$ cat config.mk
export PLATFORM = sky130hd
export DESIGN_NAME = id_ex_pipe_stage
export DESIGN_NICKNAME = d
export VERILOG_FILES = /design/src/rtl/rv32i_pkg.sv /design/src/rtl/id_ex_hazard_unit.sv /design/src/rtl/rv32i_control.sv /design/src/rtl/rv32i_extend.sv /design/src/rtl/id_ex_pipe_stage.sv
export SDC_FILE = /design/constraint.sdc
export NUM_CORES = 2
export LEC_CHECK = 0
export ABC_AREA = 1
export CAP_MARGIN = 20
export CORE_ASPECT_RATIO = 0.8
export CORE_MARGIN = 2
export CORE_UTILIZATION = 30
export DETAILED_ROUTE_END_ITERATION = 12
export DONT_BUFFER_PORTS = 1
export PLACE_DENSITY_LB_ADDON = 0.05
export SYNTH_ARGS = -nofsm -noshare
export SYNTH_HDL_FRONTEND = slang
export SYNTH_HIERARCHICAL = 1
export SYNTH_SLANG_ARGS = --single-unit
$ cat constraint.sdc
create_clock -name clk -period 2.3 [get_ports clk]
set_input_delay 0.23 -clock clk [delete_from_list [all_inputs] [get_ports clk]]
set_output_delay 0.23 -clock clk [all_outputs]
set_load 0.01 [all_outputs]
$ cat src/rtl/rv32i_pkg.sv
// rtl/rv32i_pkg.sv - shared rv32i types and default widths for decode/execute
package rv32i_pkg;

    localparam int DPW_DEFAULT = 32;
    localparam int ADW_DEFAULT = 5;

    typedef enum logic [3:0] {
        ALU_ADD  = 4'd0,
        ALU_SUB  = 4'd1,
        ALU_AND  = 4'd2,
        ALU_OR   = 4'd3,
        ALU_XOR  = 4'd4,
        ALU_SLT  = 4'd5,
        ALU_SLTU = 4'd6,
        ALU_SLL  = 4'd7,
        ALU_SRL  = 4'd8,
        ALU_SRA  = 4'd9,
        ALU_LUI  = 4'd10
    } alu_op_t;

    typedef enum logic [2:0] {
        IMM_NONE = 3'd0,
        IMM_I    = 3'd1,
        IMM_S    = 3'd2,
        IMM_B    = 3'd3,
        IMM_U    = 3'd4
    } instr_type_t;

    typedef enum logic [6:0] {
        FC_OP     = 7'h33,
        FC_OPIMM  = 7'h13,
        FC_LOAD   = 7'h03,
        FC_STORE  = 7'h23,
        FC_BRANCH = 7'h63,
        FC_LUI    = 7'h37
    } func_code_t;

    typedef struct packed {
        logic        regwrite;
        logic        resultsrc;
        logic        memwrite;
        logic        branch;
        logic        alusrc;
        alu_op_t     alu_ctrl;
        instr_type_t imm_src;
    } ctrl_t;

endpackage

$ cat src/rtl/id_ex_hazard_unit.sv
// rtl/id_ex_hazard_unit.sv - load-use detection between the E slot and the decoding instruction
module id_ex_hazard_unit #(
    parameter int ADW = 5
) (
    input  logic           in_valid,
    input  logic           e_valid,
    input  logic           e_resultsrc,
    input  logic           e_regwrite,
    input  logic [ADW-1:0] e_rd,
    input  logic [ADW-1:0] rs1,
    input  logic [ADW-1:0] rs2,
    output logic           hazard_stall
);

    assign hazard_stall = in_valid && e_valid && e_resultsrc && e_regwrite &&
                          (e_rd != '0) && ((e_rd == rs1) || (e_rd == rs2));

endmodule

$ cat src/rtl/rv32i_control.sv
// rtl/rv32i_control.sv - rv32i main control and ALU operation decode
module rv32i_control
    import rv32i_pkg::*;
(
    input  logic [6:0] opcode,
    input  logic [2:0] funct3,
    input  logic       funct7_5,
    output ctrl_t      ctrl
);

    function automatic alu_op_t alu_sel(input logic [2:0] f3, input logic f7, input logic is_reg);
        case (f3)
            3'b000:  return (is_reg && f7) ? ALU_SUB : ALU_ADD;
            3'b001:  return ALU_SLL;
            3'b010:  return ALU_SLT;
            3'b011:  return ALU_SLTU;
            3'b100:  return ALU_XOR;
            3'b101:  return f7 ? ALU_SRA : ALU_SRL;
            3'b110:  return ALU_OR;
            default: return ALU_AND;
        endcase
    endfunction

    always_comb begin
        ctrl = '0;
        case (opcode)
            FC_OP: begin
                ctrl.regwrite = 1'b1;
                ctrl.alu_ctrl = alu_sel(funct3, funct7_5, 1'b1);
            end
            FC_OPIMM: begin
                ctrl.regwrite = 1'b1;
                ctrl.alusrc   = 1'b1;
                ctrl.alu_ctrl = alu_sel(funct3, funct7_5, 1'b0);
                ctrl.imm_src  = IMM_I;
            end
            FC_LOAD: begin
                ctrl.regwrite  = 1'b1;
                ctrl.resultsrc = 1'b1;
                ctrl.alusrc    = 1'b1;
                ctrl.imm_src   = IMM_I;
            end
            FC_STORE: begin
                ctrl.memwrite = 1'b1;
                ctrl.alusrc   = 1'b1;
                ctrl.imm_src  = IMM_S;
            end
            FC_BRANCH: begin
                ctrl.branch   = 1'b1;
                ctrl.alu_ctrl = ALU_SUB;
                ctrl.imm_src  = IMM_B;
            end
            FC_LUI: begin
                ctrl.regwrite = 1'b1;
                ctrl.alusrc   = 1'b1;
                ctrl.alu_ctrl = ALU_LUI;
                ctrl.imm_src  = IMM_U;
            end
            default: ctrl = '0;
        endcase
    end

endmodule

$ cat src/rtl/rv32i_extend.sv
// rtl/rv32i_extend.sv - rv32i immediate extraction and sign extension
module rv32i_extend
    import rv32i_pkg::*;
(
    input  logic [31:7]  instr,
    input  instr_type_t  imm_src,
    output logic [31:0]  imm
);

    always_comb begin
        imm = '0;
        case (imm_src)
            IMM_I:   imm = {{20{instr[31]}}, instr[31:20]};
            IMM_S:   imm = {{20{instr[31]}}, instr[31:25], instr[11:7]};
            IMM_B:   imm = {{19{instr[31]}}, instr[31], instr[7], instr[30:25], instr[11:8], 1'b0};
            IMM_U:   imm = {instr[31:12], 12'b0};
            default: imm = '0;
        endcase
    end

endmodule

$ cat src/rtl/id_ex_pipe_stage.sv
// rtl/id_ex_pipe_stage.sv - decode with register file feeding a one-deep ID/EX pipeline slot
module id_ex_pipe_stage
    import rv32i_pkg::*;
#(
    parameter int DPW       = DPW_DEFAULT,
    parameter int ADW       = ADW_DEFAULT,
    parameter bit BYPASS_EN = 1'b1
) (
    input  logic           clk,
    input  logic           srst,
    input  logic           in_valid,
    output logic           in_ready,
    input  logic [DPW-1:0] instrD,
    input  logic [DPW-1:0] PCD,
    input  logic           we_3,
    input  logic [ADW-1:0] addr_3,
    input  logic [DPW-1:0] wd_3,
    input  logic           flushE,
    output logic           out_valid,
    input  logic           out_ready,
    output logic           regwriteE,
    output logic           resultsrcE,
    output logic           memwriteE,
    output logic           branchE,
    output logic           alusrcE,
    output alu_op_t        alu_ctrlE,
    output logic [DPW-1:0] srcA,
    output logic [DPW-1:0] Rd2E,
    output logic [DPW-1:0] immextE,
    output logic [DPW-1:0] PCE,
    output logic [ADW-1:0] RdE,
    output logic [ADW-1:0] Rs1E,
    output logic [ADW-1:0] Rs2E,
    output logic           hazard_stall
);

    localparam int NREG = 2**ADW;

    typedef struct packed {
        logic           valid;
        logic           regwrite;
        logic           resultsrc;
        logic           memwrite;
        logic           branch;
        logic           alusrc;
        alu_op_t        alu;
        logic [DPW-1:0] srca;
        logic [DPW-1:0] rd2;
        logic [DPW-1:0] imm;
        logic [DPW-1:0] pc;
        logic [ADW-1:0] rd;
        logic [ADW-1:0] rs1;
        logic [ADW-1:0] rs2;
    } slot_t;

    slot_t          slot_q, slot_d;
    logic [DPW-1:0] regs_q [NREG];
    logic [DPW-1:0] regs_d [NREG];
    ctrl_t          ctrl_dec;
    logic [31:0]    imm32;
    logic [DPW-1:0] imm_dp, rd1, rd2;
    logic [ADW-1:0] rs1, rs2, rd;

    assign rs1    = instrD[15 +: ADW];
    assign rs2    = instrD[20 +: ADW];
    assign rd     = instrD[7 +: ADW];
    assign imm_dp = DPW'($signed(imm32));

    rv32i_control u_control (
        .opcode   (instrD[6:0]),
        .funct3   (instrD[14:12]),
        .funct7_5 (instrD[30]),
        .ctrl     (ctrl_dec)
    );

    rv32i_extend u_extend (
        .instr   (instrD[31:7]),
        .imm_src (ctrl_dec.imm_src),
        .imm     (imm32)
    );

    id_ex_hazard_unit #(.ADW(ADW)) u_hazard (
        .in_valid     (in_valid),
        .e_valid      (slot_q.valid),
        .e_resultsrc  (slot_q.resultsrc),
        .e_regwrite   (slot_q.regwrite),
        .e_rd         (slot_q.rd),
        .rs1          (rs1),
        .rs2          (rs2),
        .hazard_stall (hazard_stall)
    );

    // x0 is hardwired; the bypass lets a same-cycle writeback reach decode without a stall
    assign rd1 = (rs1 == '0) ? '0 :
                 (BYPASS_EN && we_3 && (addr_3 == rs1)) ? wd_3 : regs_q[rs1];
    assign rd2 = (rs2 == '0) ? '0 :
                 (BYPASS_EN && we_3 && (addr_3 == rs2)) ? wd_3 : regs_q[rs2];

    always_comb begin
        regs_d = regs_q;
        if (we_3 && (addr_3 != '0)) begin
            regs_d[addr_3] = wd_3;
        end
    end

    always_comb begin
        slot_d = slot_q;
        if (flushE) begin
            slot_d = '0;
        end else if (slot_q.valid && !out_ready) begin
            slot_d = slot_q;
        end else if (hazard_stall || !in_valid) begin
            slot_d = '0;
        end else begin
            slot_d.valid     = 1'b1;
            slot_d.regwrite  = ctrl_dec.regwrite;
            slot_d.resultsrc = ctrl_dec.resultsrc;
            slot_d.memwrite  = ctrl_dec.memwrite;
            slot_d.branch    = ctrl_dec.branch;
            slot_d.alusrc    = ctrl_dec.alusrc;
            slot_d.alu       = ctrl_dec.alu_ctrl;
            slot_d.srca      = rd1;
            slot_d.rd2       = rd2;
            slot_d.imm       = imm_dp;
            slot_d.pc        = PCD;
            slot_d.rd        = rd;
            slot_d.rs1       = rs1;
            slot_d.rs2       = rs2;
        end
    end

    always_ff @(posedge clk) begin
        if (srst) begin
            slot_q <= '0;
            for (int i = 0; i < NREG; i++) begin
                regs_q[i] <= '0;
            end
        end else begin
            slot_q <= slot_d;
            for (int i = 0; i < NREG; i++) begin
                regs_q[i] <= regs_d[i];
            end
        end
    end

    assign in_ready   = (!slot_q.valid || out_ready) && !hazard_stall;
    assign out_valid  = slot_q.valid;
    assign regwriteE  = slot_q.regwrite;
    assign resultsrcE = slot_q.resultsrc;
    assign memwriteE  = slot_q.memwrite;
    assign branchE    = slot_q.branch;
    assign alusrcE    = slot_q.alusrc;
    assign alu_ctrlE  = slot_q.alu;
    assign srcA       = slot_q.srca;
    assign Rd2E       = slot_q.rd2;
    assign immextE    = slot_q.imm;
    assign PCE        = slot_q.pc;
    assign RdE        = slot_q.rd;
    assign Rs1E       = slot_q.rs1;
    assign Rs2E       = slot_q.rs2;

endmodule
==> results.tsv <==
metric	value	unit
Int Pwr	36900	uW
CP Max Fanout	657	
Pleak	0.0345	uW
reg2reg path depth	13	
final setup violation count	423	
Ports	262	
drt total wl	319	mm
slowest cell delay on critical path	1950	ps
RSZ-0062 raised after global routing	yes	
Clock Latency Late Sink	830	ps
total clock buffers created by CTS	146	
row cnt	151	
Initial DRC Count	6713	
initial core utilization	30.1	%
initial antenna violation count	4	
H-Tree Depth	4	
min Tclk post-route	4930	ps
Crit path arrival time	5610	ps
pwr dens	625	nW/um^2
most common cell after layout, fill and taps aside	nand2_1	
Ys Warns	6	
leading cell types in the layout, fill and taps excluded	nand2_1 (2603), nand3_1 (1290), dfxtp_1 (1172), nor2_1 (1148), inv_1 (1015)	
Final ANT Viol Nets	0	
Core Util, Final	38.7	%
R2R Path Start	RdE[0]	
Layout Area Growth over Synthesis	28.5	%
peak supply drop	733	uV
Flop pwr share	41.1	%
GPL Wtd Cong	0.811	
switching power	14100	uW
R2R Path End	Rd2E[18]	
Reg clk slew, reported paths	60	ps
hold crit path type	in -> reg	
Synth area leaders	dfxtp_1 (37%), nand2_1 (15%), a211oi_1 (12%)	
WS Path Type	in -> reg	
Worst-Margin Slew	5680	ps
CTS root buf	clkbuf_16	
Core Area	211000	sq um
number of global-route vias before repair	64800	
via count	69200	
sw frac	27.6	%
share of the synthesized area in the top cell type	37.1	%
Seq cells post-synth	1177	
first-pass GRT wire length	463	mm
final hold violations	0	
CTS Buffer Depth	3	
layout cells sized above 1	6.25	%
Die Ht	416	um
Die X	518	um
total power	51000	uW
Mapped Nets	10100	
CTS sink cnt	1177	
FMAX	203	MHz
CP required	2980	ps
synth unique cells	33	
final setup margin	-2630	ps
CP Capture Type	flop	
die area	215000	sq um
vias per cell	5.19	
outcome	finished, violations left	
DP HPWL	170	mm
# DRC	0	
syn avg cell area	6.39	sq um
fin crit share	214	%
All-Layer GR Usage	28.7	%
clock share of power	46.8	%
netlist area before placement	63500	sq um
reg2reg setup slack	140	ps
final-stage net count	10500	
IO Port Bufs	0	
Seq/Total Area, Yosys	37.1	%
remaining global-route overflow	0	
crit start category	input pin	
termination of the worst setup path	srcA[4]	
CP most frequent cell	nand2_1	
max_cap viols	0	
Worst Setup SP	instrD[15]	
Comb pwr share	12.2	%
crit-path cells	or2_2, nand3_1, nand3_1, nand2_1, nand2_1, nand2_1, o21ai_0, nand2_1, a21oi_1	
failing checks	max-slew violations, negative setup slack	
largest net degree at the start of global routing	744	
Synth area leader	dfxtp_1	
drt wl/cell	23.9	um
TritonRoute pass-1 iters	6	
Layout Skew	30.1	ps
max_slew headroom	-278	%
count of final max-slew check failures	1555	
Syn Inst Count	9944	
slowest stage cell, crit path	or2_2	
CTS tree	done	
[synth_stat cells]
master / count
a21boi_1: 1
xnor2_1: 2
o21ai_1: 3
o211ai_1: 112
clkinv_1: 3
buf_6: 1
buf_1: 92
inv_1: 1021
xor2_1: 2
nor2_4: 1
nand4_4: 1
inv_2: 11
a211oi_1: 983
nand3_2: 3
nand2_2: 3
nor2_1: 1168
nor3_1: 13
and3_1: 1
buf_2: 257
nor2_2: 24
clkbuf_2: 2
buf_4: 5
or2_2: 12
nand2_1: 2605
o21ai_0: 238
o22ai_1: 2
nand4_1: 3
nand3_1: 1293
a21oi_1: 370
dfxtp_1: 1177
a21oi_2: 1
nand3b_2: 1
clkbuf_1: 533
[logic make-up (layout without fill, tap and decap cells)]
family                 after synthesis  count (layout)  share of synthesized area [%]
other                                0               5                              0
XOR/XNOR                             4               4                         0.0552
flip-flops                        1177            1177                           37.1
AO/OA/AOI/OAI                     1710            1710                           17.8
AND/OR/NAND/NOR                   5128            5128                           33.1
buffers and inverters             1925            2474                           11.9
[flip-flops by register name, indices dropped and copies added (netlist names)]
register	flops
RdE	5
alusrcE	1
out_valid	1
branchE	1
regwriteE	1
Rs1E	5
immextE	32
PCE	32
srcA	32
resultsrcE	1
regs_q	1024
Rs2E	5
alu_ctrlE	4
memwriteE	1
Rd2E	32
[metrics by stage]
| stage | TNS [ps] | cells | instance area (sq um) | hold WS [ps] | setup slack, ps |
|---|---|---|---|---|---|
| finish | -465340 | 13300 | 81600 | 55.8 | -2630 |
| global route | -7.52 | 13300 | 81600 | 2.26 | -7.52 |
| CTS | 0 | 13300 | 81500 | 2.43 | 0.533 |
| detailed placement | -404 | 12200 | 67800 | 383 | -123 |
| global placement | -668 | 12200 | 67800 | 378 | -143 |
| floorplan | 0 | 9944 | 63500 | 375 | 247 |
[power groups by stage]
stage	Sequential [uW]	Clock [uW]	Combinational, uW
6_report	21000	23800	6200
4_1_cts	21000	24400	5930
2_1_floorplan	21300	0	3850
3_3_place_gp	21400	0	5150
5_1_grt	21000	25100	6540
3_5_place_dp	21400	0	5140
[critical path, delay by kind of cell]
kind,cells,cell delay [ps]
AND/OR/NAND/NOR,7,2490
AO/OA/AOI/OAI,2,200
[final cells by class]
cell class / count / area (sq um)
sequential: 1177 / 23600
tap: 2830 / 3540
clock buffer: 224 / 4460
fill: 22500 / 129000
timing repair buffer: 1184 / 13000
clock inverter: 31 / 368
antenna: 5 / 12.5
multi-input combinational: 6842 / 32700
inverter: 1035 / 3950
[worst min-delay path by stage]
| stage | end | cells after the start | from | slack, ps |
|---|---|---|---|---|
| after global placement | PCE[31] | 2 | PCD[31] | 380 |
| after CTS | srcA[28] | 7 | instrD[17] | 2 |
| final | Rs2E[2] | 4 | instrD[22] | 60 |
| after floorplan | PCE[0] | 2 | PCD[0] | 370 |
| after global routing | regs_q[562] | 2 | srst | 2 |
| after detailed placement | PCE[31] | 2 | PCD[31] | 380 |
[routing by layer]
layer / track usage, % / up-vias / part of all wire, %
met5: 0 / - / 0.0041
li1: - / 33500 / -
met4: 9.03 / 2 / 3.2
met3: 4.36 / 420 / 6.0
met1: 40.4 / 33000 / 47
met2: 44.8 / 2254 / 44
[what timing repair did]
item                                   4_1_cts  5_1_grt
pin swaps                                    0        8
endpoints found under the hold margin     1073        0
hold buffers                               864        0
gates resized for setup                      7       15
setup buffers                                0        1
setup endpoints to repair                    2        5
(Power assumes the default switching activity.)
